--- src/rtl/mm_pkg.sv ---
// Shared types and constants for the matrix-vector multiplier job arbiter.
package mm_pkg;

  // Arbiter job phases: wait for a request, first beat, W stream, X stream, result drain.
  typedef enum logic [2:0] {
    IDLE,
    HEAD,
    LOAD_W,
    LOAD_X,
    DRAIN
  } arb_state_t;

  localparam int MM_W_WORDS = 64;
  localparam int MM_X_WORDS = 8;
  localparam int MM_Y_WORDS = 8;

  // Cyclic index arithmetic: (base + off) mod n, for base < n and off < n.
  function automatic int wrap_add(input int base, input int off, input int n);
    int sum;
    sum = base + off;
    return (sum >= n) ? (sum - n) : sum;
  endfunction

endpackage

--- src/rtl/rr_arbiter.sv ---
// Combinational round-robin pick: first requester at or after ptr, cyclically.
// The pointer register is owned by the caller.
module rr_arbiter
  import mm_pkg::*;
#(
  parameter int N    = 4,
  parameter int ID_W = $clog2(N)
) (
  input  logic [N-1:0]    req,
  input  logic [ID_W-1:0] ptr,
  output logic [N-1:0]    gnt,
  output logic [ID_W-1:0] gnt_id
);

  logic            gnt_vld;
  logic [ID_W-1:0] idx;

  // Scan from the slot farthest from ptr back toward ptr so the nearest requester wins.
  always_comb begin
    gnt_id  = '0;
    gnt_vld = 1'b0;
    idx     = '0;
    for (int k = N - 1; k >= 0; k--) begin
      idx = ID_W'(wrap_add(int'(ptr), k, N));
      if (req[idx]) begin
        gnt_id  = idx;
        gnt_vld = 1'b1;
      end
    end
  end

  for (genvar gi = 0; gi < N; gi++) begin : g_onehot
    assign gnt[gi] = gnt_vld && (gnt_id == ID_W'(gi));
  end

endmodule

--- src/rtl/mm_job_arbiter.sv ---
// Shares one 8x8 matrix-vector multiplier among several stream clients.
// A client owns the core for a whole job (optional W load, X load, results);
// the arbiter also remembers which client's W matrix is resident in the core.
module mm_job_arbiter
  import mm_pkg::*;
#(
  parameter int NUM_CLIENTS = 4,
  parameter int DATA_W      = 8,
  parameter int OUT_W       = 19,
  parameter int W_WORDS     = MM_W_WORDS,
  parameter int X_WORDS     = MM_X_WORDS,
  parameter int Y_WORDS     = MM_Y_WORDS,
  parameter int ID_W        = $clog2(NUM_CLIENTS)
) (
  input  logic                          clk,
  input  logic                          rst,
  input  logic [NUM_CLIENTS-1:0]        cli_valid,
  input  logic [NUM_CLIENTS-1:0]        cli_new_matrix,
  input  logic [NUM_CLIENTS*DATA_W-1:0] cli_data,
  output logic [NUM_CLIENTS-1:0]        cli_ready,
  output logic [NUM_CLIENTS-1:0]        cli_out_valid,
  input  logic [NUM_CLIENTS-1:0]        cli_out_ready,
  output logic [OUT_W-1:0]              cli_out_data,
  output logic                          mm_input_valid,
  output logic                          mm_new_matrix,
  output logic [DATA_W-1:0]             mm_data,
  input  logic                          mm_input_ready,
  input  logic                          mm_output_valid,
  input  logic [OUT_W-1:0]              mm_output_data,
  output logic                          mm_output_ready,
  output logic [ID_W-1:0]               grant_id,
  output logic                          busy,
  output logic [ID_W-1:0]               w_owner,
  output logic                          w_owner_vld,
  output logic                          stale_w_err
);

  localparam int BC_W = $clog2(W_WORDS + 1);
  localparam int OC_W = $clog2(Y_WORDS + 1);

  arb_state_t      state_reg;
  logic [ID_W-1:0] rr_ptr_reg;
  logic [ID_W-1:0] grant_id_reg;
  logic            busy_reg;
  logic [ID_W-1:0] w_owner_reg;
  logic            w_owner_vld_reg;
  logic            stale_w_err_reg;
  logic [BC_W-1:0] beat_cnt_reg;
  logic [OC_W-1:0] out_cnt_reg;

  logic [NUM_CLIENTS-1:0] arb_gnt;
  logic [ID_W-1:0]        arb_id;

  logic [DATA_W-1:0] cli_data_arr [NUM_CLIENTS];
  logic              sel_valid;
  logic              sel_new_matrix;
  logic              sel_out_ready;
  logic [DATA_W-1:0] sel_data;
  logic              fwd_phase;
  logic              drain_phase;
  logic              in_xfer;
  logic              out_xfer;

  rr_arbiter #(
    .N    (NUM_CLIENTS),
    .ID_W (ID_W)
  ) u_rr_arbiter (
    .req    (cli_valid),
    .ptr    (rr_ptr_reg),
    .gnt    (arb_gnt),
    .gnt_id (arb_id)
  );

  for (genvar gi = 0; gi < NUM_CLIENTS; gi++) begin : g_client
    assign cli_data_arr[gi]  = cli_data[gi*DATA_W +: DATA_W];
    assign cli_ready[gi]     = fwd_phase && (grant_id_reg == ID_W'(gi)) && mm_input_ready;
    assign cli_out_valid[gi] = drain_phase && (grant_id_reg == ID_W'(gi)) && mm_output_valid;
  end

  // Only the granted client is visible to the core; everything else is masked off.
  assign sel_valid      = cli_valid[grant_id_reg];
  assign sel_new_matrix = cli_new_matrix[grant_id_reg];
  assign sel_out_ready  = cli_out_ready[grant_id_reg];
  assign sel_data       = cli_data_arr[grant_id_reg];

  assign fwd_phase   = (state_reg == HEAD) || (state_reg == LOAD_W) || (state_reg == LOAD_X);
  assign drain_phase = (state_reg == DRAIN);

  assign mm_input_valid  = fwd_phase && sel_valid;
  assign mm_new_matrix   = fwd_phase && sel_new_matrix;
  assign mm_data         = fwd_phase ? sel_data : '0;
  // Outside DRAIN the core keeps its result because ready stays low.
  assign mm_output_ready = drain_phase && sel_out_ready;
  assign cli_out_data    = mm_output_data;

  assign in_xfer  = mm_input_valid && mm_input_ready;
  assign out_xfer = drain_phase && mm_output_valid && mm_output_ready;

  assign grant_id    = grant_id_reg;
  assign busy        = busy_reg;
  assign w_owner     = w_owner_reg;
  assign w_owner_vld = w_owner_vld_reg;
  assign stale_w_err = stale_w_err_reg;

  // Job sequencer: grant, count W/X beats and result handshakes, advance the round-robin pointer.
  always_ff @(posedge clk) begin
    if (rst) begin
      state_reg       <= IDLE;
      rr_ptr_reg      <= '0;
      grant_id_reg    <= '0;
      busy_reg        <= 1'b0;
      w_owner_reg     <= '0;
      w_owner_vld_reg <= 1'b0;
      stale_w_err_reg <= 1'b0;
      beat_cnt_reg    <= '0;
      out_cnt_reg     <= '0;
    end else begin
      case (state_reg)
        IDLE: begin
          if (|arb_gnt) begin
            grant_id_reg <= arb_id;
            busy_reg     <= 1'b1;
            state_reg    <= HEAD;
            beat_cnt_reg <= '0;
            out_cnt_reg  <= '0;
          end
        end
        HEAD: begin
          if (in_xfer) begin
            beat_cnt_reg <= BC_W'(1);
            out_cnt_reg  <= '0;
            if (sel_new_matrix) begin
              state_reg       <= LOAD_W;
              w_owner_reg     <= grant_id_reg;
              w_owner_vld_reg <= 1'b1;
            end else begin
              state_reg <= LOAD_X;
              // The job still runs, but against a W matrix some other client loaded.
              if (!w_owner_vld_reg || (w_owner_reg != grant_id_reg)) begin
                stale_w_err_reg <= 1'b1;
              end
            end
          end
        end
        LOAD_W: begin
          if (in_xfer) begin
            if (beat_cnt_reg == BC_W'(W_WORDS - 1)) begin
              state_reg    <= LOAD_X;
              beat_cnt_reg <= '0;
            end else begin
              beat_cnt_reg <= beat_cnt_reg + BC_W'(1);
            end
          end
        end
        LOAD_X: begin
          if (in_xfer) begin
            if (beat_cnt_reg == BC_W'(X_WORDS - 1)) begin
              state_reg    <= DRAIN;
              beat_cnt_reg <= '0;
              out_cnt_reg  <= '0;
            end else begin
              beat_cnt_reg <= beat_cnt_reg + BC_W'(1);
            end
          end
        end
        DRAIN: begin
          if (out_xfer) begin
            if (out_cnt_reg == OC_W'(Y_WORDS - 1)) begin
              state_reg    <= IDLE;
              busy_reg     <= 1'b0;
              out_cnt_reg  <= '0;
              beat_cnt_reg <= '0;
              rr_ptr_reg   <= ID_W'(wrap_add(int'(grant_id_reg), 1, NUM_CLIENTS));
            end else begin
              out_cnt_reg <= out_cnt_reg + OC_W'(1);
            end
          end
        end
        default: state_reg <= IDLE;
      endcase
    end
  end

endmodule

--- config.mk ---
export PLATFORM = sky130hd
export DESIGN_NAME = mm_job_arbiter
export DESIGN_NICKNAME = d
export VERILOG_FILES = /design/src/rtl/mm_pkg.sv /design/src/rtl/rr_arbiter.sv /design/src/rtl/mm_job_arbiter.sv
export SDC_FILE = /design/constraint.sdc
export NUM_CORES = 1
export LEC_CHECK = 0
export BUFFER_PORTS_ARGS = -buffer_cell sky130_fd_sc_hd__buf_2
export CAP_MARGIN = 20
export CORE_MARGIN = 4
export CORE_UTILIZATION = 40
export CTS_BUF_LIST = sky130_fd_sc_hd__clkbuf_2 sky130_fd_sc_hd__clkbuf_4 sky130_fd_sc_hd__clkbuf_8
export DETAILED_ROUTE_END_ITERATION = 16
export PLACE_DENSITY = 0.74
export SETUP_SLACK_MARGIN = 0.02
export SKIP_LAST_GASP = 1
export SLEW_MARGIN = 5
export SYNTH_ARGS = -nofsm -noshare
export SYNTH_HDL_FRONTEND = slang
export SYNTH_SLANG_ARGS = --single-unit
--- constraint.sdc ---
create_clock -name clk -period 2.4 [get_ports clk]
set_input_delay 0.36 -clock clk [delete_from_list [all_inputs] [get_ports clk]]
set_output_delay 0.36 -clock clk [all_outputs]
set_load 0.02 [all_outputs]
# Yosys cells after proc, flatten, opt, wreduce, memory -nomap -nowiden
# Cells that the tools add are included.
[totals] reg_bits=23 inputBits=67 output_inout_bits=45 word_cells=161
[classes] add_sub_neg=11 order_cmp=11 n_eq_ne=22 mux=61 bitwise=2 reduce_logical=45
[ops] cell="$mux 7" n=8
[ops] cell="$pmux 7 s5" n=1
[ops] cell="$logic_and 1x1->1" n=26
[ops] cell="$mux 3" n=8
[ops] cell="$mux 4" n=6
[ops] cell="$mux 8" n=3
[ops] cell="$mux 2" n=9
[ops] cell="$bmux 8 s2" n=1
[ops] cell="$pmux 4 s4" n=1
[ops] cell="$ge 3x3->1 const B" n=5
[ops] cell="$lt 2x3->1 const B" n=5
[ops] cell="$mux 1" n=15
[ops] cell="$pmux 3 s5" n=1
[ops] cell="$bmux 1 s2" n=7
[ops] cell="$sub 2x1->2 const B" n=5
[ops] cell="$eq 2x2->1 const B" n=4
[ops] cell="$ne 2x1->1 const B" n=4
[ops] cell="$ne 2x2->1 const B" n=4
[ops] cell="$reduce_and 4->1" n=2
[ops] cell="$reduce_and 8->1" n=1
[ops] cell="$add 7x1->7 const B" n=1
[ops] cell="$eq 7x3->1 const B" n=1
[ops] cell="$eq 7x6->1 const B" n=1
[ops] cell="$reduce_and 7->1" n=1
[ops] cell="24 further kinds" n=32

# Depth between registers and ports, before layout
# Gate-level depths: netlist of run 1.
[logic_depth] depth_word=14 depth_mapped=6 ltp_nobuf=6

# Hierarchy
# From an unflattened synthesis of run 1, not the netlist that was laid out.
[hier_totals] hier_cells=251 hier_area_um2=2118.3
[by_module_without_submodules] mod="mm_job_arbiter" instances=1 cells_per_inst=220 area_per_inst_um2=1914.3 seq_area_each_um2=460.4
[by_module_without_submodules] mod="rr_arbiter" instances=1 cells_per_inst=31 area_per_inst_um2=203.9 seq_area_each_um2=0.0

# Worst setup path after synthesis of run 1
# No wires, ideal clock.
[synth_path] kind="register to output" start="reg grant_id_reg[0], in the netlist grant_id[0]" end="out mm_data[2]" arrival_time_ns=1.631 required_time_ns=2.040 setup_slack_ns=0.409 path_stages_with_launch=5 n_path_buf=2 path_cell_list="dfxtp_1 -> buf_6 -> buf_2 -> mux4_2 -> and2_1"
[synth_via] elab_chain_cells=5
[synth_rtl] element="from (decl)" line="mm_job_arbiter.sv:43" source="logic [ID_W-1:0] grant_id_reg;"
[synth_rtl] element="from (signal assigned)" line="mm_job_arbiter.sv:121" source="grant_id_reg <= arb_id;"
[synth_rtl] element="$not 2->3 (implied by the code)" line="mm_job_arbiter.sv:84" source="assign sel_data = cli_data_arr[grant_id_reg];"
[synth_rtl] element="$bmux 8 s2" line="mm_job_arbiter.sv:84"
[synth_rtl] element="$mux 8 (implied by the code) (2 in a row)" line="mm_job_arbiter.sv:84"
[synth_rtl] element="$mux 8" line="mm_job_arbiter.sv:91" source="assign mm_data = fwd_phase ? sel_data : '0;"
[synth_rtl] element="to (decl)" line="mm_job_arbiter.sv:26" source="output logic [DATA_W-1:0] mm_data,"
# No other way between the ends. The select of a mux whose other input is x is not followed.

# Final worst setup path of run 1
[layout_path] start="reg grant_id_reg[0], in the netlist grant_id[0]" end="out mm_data[0]"
# Same word-level chain as after synthesis.

==> summary.txt, run 1 <==
Status -> finished, final reports clean
Final wirelength -> 5070 microns
Average wire per standard cell -> 14.3 microns
Final GP Congestion -> 0.829
Worst r2r src -> state_reg[1]$_SDFFE_PP0P_
Global routing met3 resource utilization -> 0.0356
Mapped Cells -> 235
Effective utilization at floorplan -> 0.416
Area share of the largest cell type after synthesis -> 0.233
Met2 track demand over resource -> 0.301
Worst slew margin -> 0.643
R2r endpoint -> beat_cnt_reg[6]$_SDFFE_PP0P_
Worst-path maximum fanout -> 11
Ports -> 112
Worst Tran Pin Value -> 0.521 ns
Ys async rst share -> 0
Clk pin slew, worst setup/hold paths -> 0.09 ns
Synthesized area -> 1980 sq um
First-pass GRT wire length -> 8290 microns
Crit path kind -> flip-flop to output port
Ant diodes -> 0
Detailed Place HPWL -> 4070 microns
VDD IR max -> 0.455 mV
Clk_lat worst skew -> 0.27 ns
Max clock buf depth -> 2
Final setup TNS -> 0 ns
CTS sink cnt -> 23
Layout area overhead -> 17.5%
I/O Buffers -> 73
Worst EP required -> 2.04 ns
Grt ovf -> 0
H-Tree Depth -> 1
Met1 Use GR -> 0.196
Vias in the first global route -> 1817
Main synth FF type -> dfxtp_1
Max-Cap Viols -> 0
Post-synth top area cell -> dfxtp_1
Crit share post-route -> 0.933
Synth warn -> 0
Pre-antenna DRT Iters -> 4
Synth cell count leaders -> 23 x dfxtp_1, 23 x nand2_1, 19 x buf_4
Fill cells -> 472
Via-to-Cell Ratio -> 5.45
Number of flops mapped to enable cells by yosys -> 0
Post-CTS Setup Inserts -> 0
Crit path capture -> mm_data[0]
RSZ-0062 raised after global routing -> false
Core area -> 4750 sq um
Footprint of the multi-input gates -> 1290 sq um
FP Rows -> 25
Slew Viols, Final -> 0
Final core utilization -> 0.489
CP Capture Type -> output port
Seq cells post-synth -> 23
Initial antenna violation count -> 0
Max reg flops -> 7
Synth unique cells -> 55
Fin crit period -> 2.24 ns
Die span in x -> 78.3 microns
Post-CTS Resized -> 1
Global route hottest layer -> met2
Hold Path Cell Cnt -> 2
Synth Net Count -> 308
Clock Skew -> 0.00584 ns
Synthesized area per cell -> 8.42 sq um
Die height -> 78.3 microns
Layout cells sized above 1 -> 0.351
Layout Nets -> 362
TritonCTS clock tree -> done
DRT antenna net count -> 0
Synth top area cells -> dfxtp_1 23%, buf_4 7.2%, mux4_2 6.8%
Leak -> 1.05 nW
Seq/Total Area, Yosys -> 0.233
Pwr/cell area -> 681 nW/um^2
Crit path arrival time -> 1.88 ns
Root Driver -> clkbuf_8
Final Setup Violations -> 0
Tightest Hold Check Type -> flip-flop to flip-flop
Register area -> 462 sq um
Hold violation total from the final report -> 0
Post-CTS Hold Buffers -> 0
Remaining routing DRC violations -> 0
Die ar. -> 6140 sq um
Critical path startpoint -> grant_id[0]$_SDFFE_PP0P_
1st-iter DRT viols -> 127
Crit path launch type -> flip-flop
Pin count of the biggest net entering global routing -> 22
Via count -> 1936
Max Clk Rate -> 447 MHz
Reg2reg setup slack -> 0.49 ns
GRT Overall Usage -> 0.165
Worst R2R Path Depth -> 5
Num CTS Buffers -> 3
final cells by class:
cell class | instances | area share
Clock buffer | 3 | 0.0178
Inverter | 10 | 0.0161
Tap cell | 67 | 0.0360
Clock inverter | 1 | 0.00323
Multi-Input combinational cell | 173 | 0.555
Sequential cell | 23 | 0.198
Timing Repair Buffer | 78 | 0.173
per-stage QoR:
stage | power, W | setup WS [ns] | std cells | area [sq um] | hold slack [ns]
2_1_floorplan | 0.00113 | 0.409 | 235 | 1980 | 0.449
3_3_place_gp | 0.00132 | 0.371 | 351 | 2280 | 0.451
3_5_place_dp | 0.00135 | 0.324 | 351 | 2280 | 0.458
4_1_cts | 0.00160 | 0.157 | 355 | 2330 | 0.472
5_1_grt | 0.00170 | 0.0491 | 355 | 2330 | 0.490
6_report | 0.00158 | 0.162 | 355 | 2330 | 0.467
kinds of logic after synthesis:
group | synth area share
and+or+nand+nor | 0.276
AOI/OAI and AO/OA | 0.178
buffers and inverters | 0.115
DFF | 0.233
muxes | 0.152
adders and majority gates | 0.0379
xor gates and xnor gates | 0.00885
cells in the final DEF (no fill, tap or decap), types with 2 or more instances in the layout:
cell type / netlist / routed
and2_1: 10 / 10
or3b_1: 2 / 2
a31oi_1: 3 / 3
buf_2: 2 / 73
a22oi_1: 2 / 2
inv_1: 10 / 10
mux2i_1: 6 / 6
a22o_1: 2 / 2
o21ai_1: 3 / 3
nand3b_1: 4 / 4
mux4_2: 6 / 6
o32ai_1: 2 / 2
clkbuf_8: 0 / 3
and2_4: 2 / 2
and3_1: 12 / 12
dfxtp_1: 23 / 22
nand2b_1: 2 / 2
nor2b_1: 2 / 2
nand3_1: 10 / 10
nor2_1: 16 / 16
ha_1: 6 / 6
o22ai_1: 2 / 2
nor3_1: 5 / 5
xnor2_1: 2 / 2
a21oi_2: 2 / 2
nand2_1: 23 / 23
buf_4: 19 / 5
mux4_1: 4 / 4
o21ai_0: 4 / 4
o221ai_1: 2 / 2
a21oi_1: 17 / 17
worst min path at each step:
stage                                  from                      endpoint  slack (ns)
6_report                  busy$_SDFFE_PP0P_             busy$_SDFFE_PP0P_        0.47
5_1_grt            w_owner_vld$_SDFFE_PP0P_      w_owner_vld$_SDFFE_PP0P_        0.49
4_1_cts                   busy$_SDFFE_PP0P_             busy$_SDFFE_PP0P_        0.47
3_5_place_dp              busy$_SDFFE_PP0P_             busy$_SDFFE_PP0P_        0.46
3_3_place_gp       w_owner_vld$_SDFFE_PP0P_      w_owner_vld$_SDFFE_PP0P_        0.45
2_1_floorplan  beat_cnt_reg[1]$_SDFFE_PP0P_  beat_cnt_reg[1]$_SDFFE_PP0P_        0.45
metal layers:
layer	wire length [microns]	share of wire
met5	0	0
met4	44	0.0087
met3	315	0.062
met2	2550	0.50
met1	2160	0.43
critical path, stage by stage, from the launching register on:
cell and delay (ns):
dfxtp_2 0.46, buf_4 0.26, mux4_1 0.56, and2_1 0.16, buf_2 0.15
where the power goes:
group,leakage [nW],total (W),internal (W),switching [W]
clock,0.0217,0.000250,0.000118,0.000132
combinational,0.841,0.000851,0.000355,0.000496
sequential,0.187,0.000483,0.000419,0.0000639
total,1.05,0.00158,0.000892,0.000692
No activity file was read; power rests on OpenSTA's default activity.
==> inputs of run 2 (changes only) <==
==> constraint.sdc (replaced) <==
create_clock -name clk -period 2.52 [get_ports clk]
set_input_delay 0.378 -clock clk [delete_from_list [all_inputs] [get_ports clk]]
set_output_delay 0.378 -clock clk [all_outputs]
set_load 0.02 [all_outputs]
==> summary.txt, run 2 (synthesis results as in run 1) <==
Status -> finished, final reports clean
CTS sink cnt -> 23 (unchanged)
Layout area overhead -> 17.1%
Initial antenna violation count -> 0 (unchanged)
Layout Nets -> 361 (-0.28%)
Worst EP required -> 2.14 ns (+0.10 ns)
Commonest non-fill, non-tap cell in the layout -> buf_2
FP Rows -> 25 (unchanged)
Via count -> 1932 (-0.21%)
Final wirelength -> 5120 microns (+1.1%)
Leak -> 1.04 nW (-0.51%)
Max clock buf depth -> 2 (unchanged)
Design Power -> 0.00151 W (-4.4%)
Die height -> 78.3 microns (unchanged)
Die span in x -> 78.3 microns (unchanged)
Worst slew margin -> 0.666 (+0.0235)
Worst Tran Pin Value -> 0.496 ns (-0.0250 ns)
H-Tree Depth -> 1 (unchanged)
Grt ovf -> 0 (unchanged)
Num CTS Buffers -> 3 (unchanged)
RSZ-0062 raised after global routing -> false
Core area -> 4750 sq um (unchanged)
Critical path buffers and inverters -> 2 (unchanged)
Average wire per standard cell -> 14.5 microns (+1.4%)
Hold violation total from the final report -> 0 (unchanged)
Final setup TNS -> 0 ns (unchanged)
Max-Cap Viols -> 0 (unchanged)
Clk pin slew, worst setup/hold paths -> 0.09 ns (about the same)
CP Capture Type -> output port
Pre-antenna DRT Iters -> 4 (unchanged)
Clk_lat worst skew -> 0.27 ns (about the same)
Commonest non-fill, non-tap cells in the layout -> 73 x buf_2, 23 x nand2_1, 22 x dfxtp_1
Critical path, cell by cell -> buf_4, mux4_2, and2_1, buf_2
I/O Buffers -> 73 (unchanged)
Effective utilization at floorplan -> 0.416 (unchanged)
Fin crit period -> 2.28 ns
Root Driver -> clkbuf_8
Pin count of the biggest net entering global routing -> 22 (unchanged)
Worst-path maximum fanout -> 16 (+5)
Crit path arrival time -> 1.90 ns (+0.02 ns)
Crit share post-route -> 0.906
VDD IR max -> 0.525 mV (+15%)
Slowest CP cell -> dfxtp_2
Ports -> 112 (unchanged)
1st-iter DRT viols -> 76 (-40%)
GRT Overall Usage -> 0.170 (+0.00545)
Slew Viols, Final -> 0 (unchanged)
Clock Skew -> 0.00581 ns (-0.0000327 ns)
Ant diodes -> 0 (unchanged)
Remaining routing DRC violations -> 0 (unchanged)
Slowest stage delay, CP -> 0.59 ns (+0.03 ns)
Crit path launch type -> flip-flop
Pwr/cell area -> 653 nW/um^2 (-4.1%)
Final GP Congestion -> 0.807 (-2.7%)
Max Clk Rate -> 438 MHz
Crit path kind -> flip-flop to output port
Tightest Hold Check Type -> flip-flop to flip-flop
Via-to-Cell Ratio -> 5.46 (about the same)
Max reg flops -> 7 (unchanged)
TritonCTS clock tree -> done
Final Setup Violations -> 0 (unchanged)
Layout cells sized above 1 -> 0.348 (-0.00226)
First-pass GRT wire length -> 8480 microns (+2.3%)
Vias in the first global route -> 1822 (+0.28%)
Detailed Place HPWL -> 4050 microns (-0.49%)
DRT antenna net count -> 0 (unchanged)
Post-CTS Hold Buffers -> 0 (unchanged)
Critical path's top delay family -> flip-flops
Die ar. -> 6140 sq um (unchanged)
==> run 2: changes by cell type in the layout (fill, tap and decap cells not counted) <==
| cell | change |
|---|---|
| buf_4 | -1 |
==> run 2: what timing repair did <==
action	CTS	global route
setup buffers	0	0
gates resized for setup	1	0
endpoints found under the setup margin	4	0
==> run 2: final cells by class <==
| cell class | instances | area [sq um] |
|---|---|---|
| Tap cell | 67 | 83.8 |
| Sequential cell | 23 | 462 |
| Clock buffer | 3 | 41.3 |
| Inverter | 10 | 37.5 |
| Timing Repair Buffer | 77 | 395 |
| Fill cell | 485 | 2440 |
| Clock inverter | 1 | 7.51 |
| Multi-Input combinational cell | 173 | 1290 |
==> run 2: final timing paths <==
| kind | start | end | slack, ns | cells past startpoint |
|---|---|---|---|---|
| max | grant_id[0]$_SDFFE_PP0P_ | mm_data[4] | 0.24 | 4 |
| min | stale_w_err$_SDFFE_PP0P_ | stale_w_err$_SDFFE_PP0P_ | 0.46 | 2 |
| max reg2reg | grant_id[0]$_SDFFE_PP0P_ | state_reg[2]$_SDFFE_PP0P_ | 0.54 | 5 |
| min reg2reg | stale_w_err$_SDFFE_PP0P_ | stale_w_err$_SDFFE_PP0P_ | 0.46 | 2 |
==> run 2: where the power goes <==
part / switching [W] / internal, W / leakage (nW)
combinational: 0.000459 / 0.000336 / 0.836
clock: 0.000133 / 0.000112 / 0.0217
sequential: 0.0000747 / 0.000399 / 0.187
total: 0.000667 / 0.000847 / 1.04
==> run 2: stage by stage <==
stage	hold WS (ns)	instance area [sq um]	worst slack [ns]	std cells	utilization
global route	0.505	2320	0.136	354	0.488
detailed placement	0.449	2270	0.235	350	0.477
CTS	0.470	2320	0.219	354	0.488
finish	0.464	2320	0.237	354	0.488
global placement	0.454	2270	0.321	350	0.477
floorplan	0.449	1980	0.511	235	-
==> run 2: worst min-delay path, cell delays in order (launching register included) <==
cell	delay (ns)
dfxtp_1	0.33
a21oi_1	0.04
nor2_1	0.06
==> run 2: metal layers <==
metal	global-route usage	vias up	part of all wire
met4	0.0490	0	0.017
met5	0	-	0
met1	0.215	898	0.42
met2	0.289	71	0.50
li1	-	949	-
met3	0.0413	14	0.062
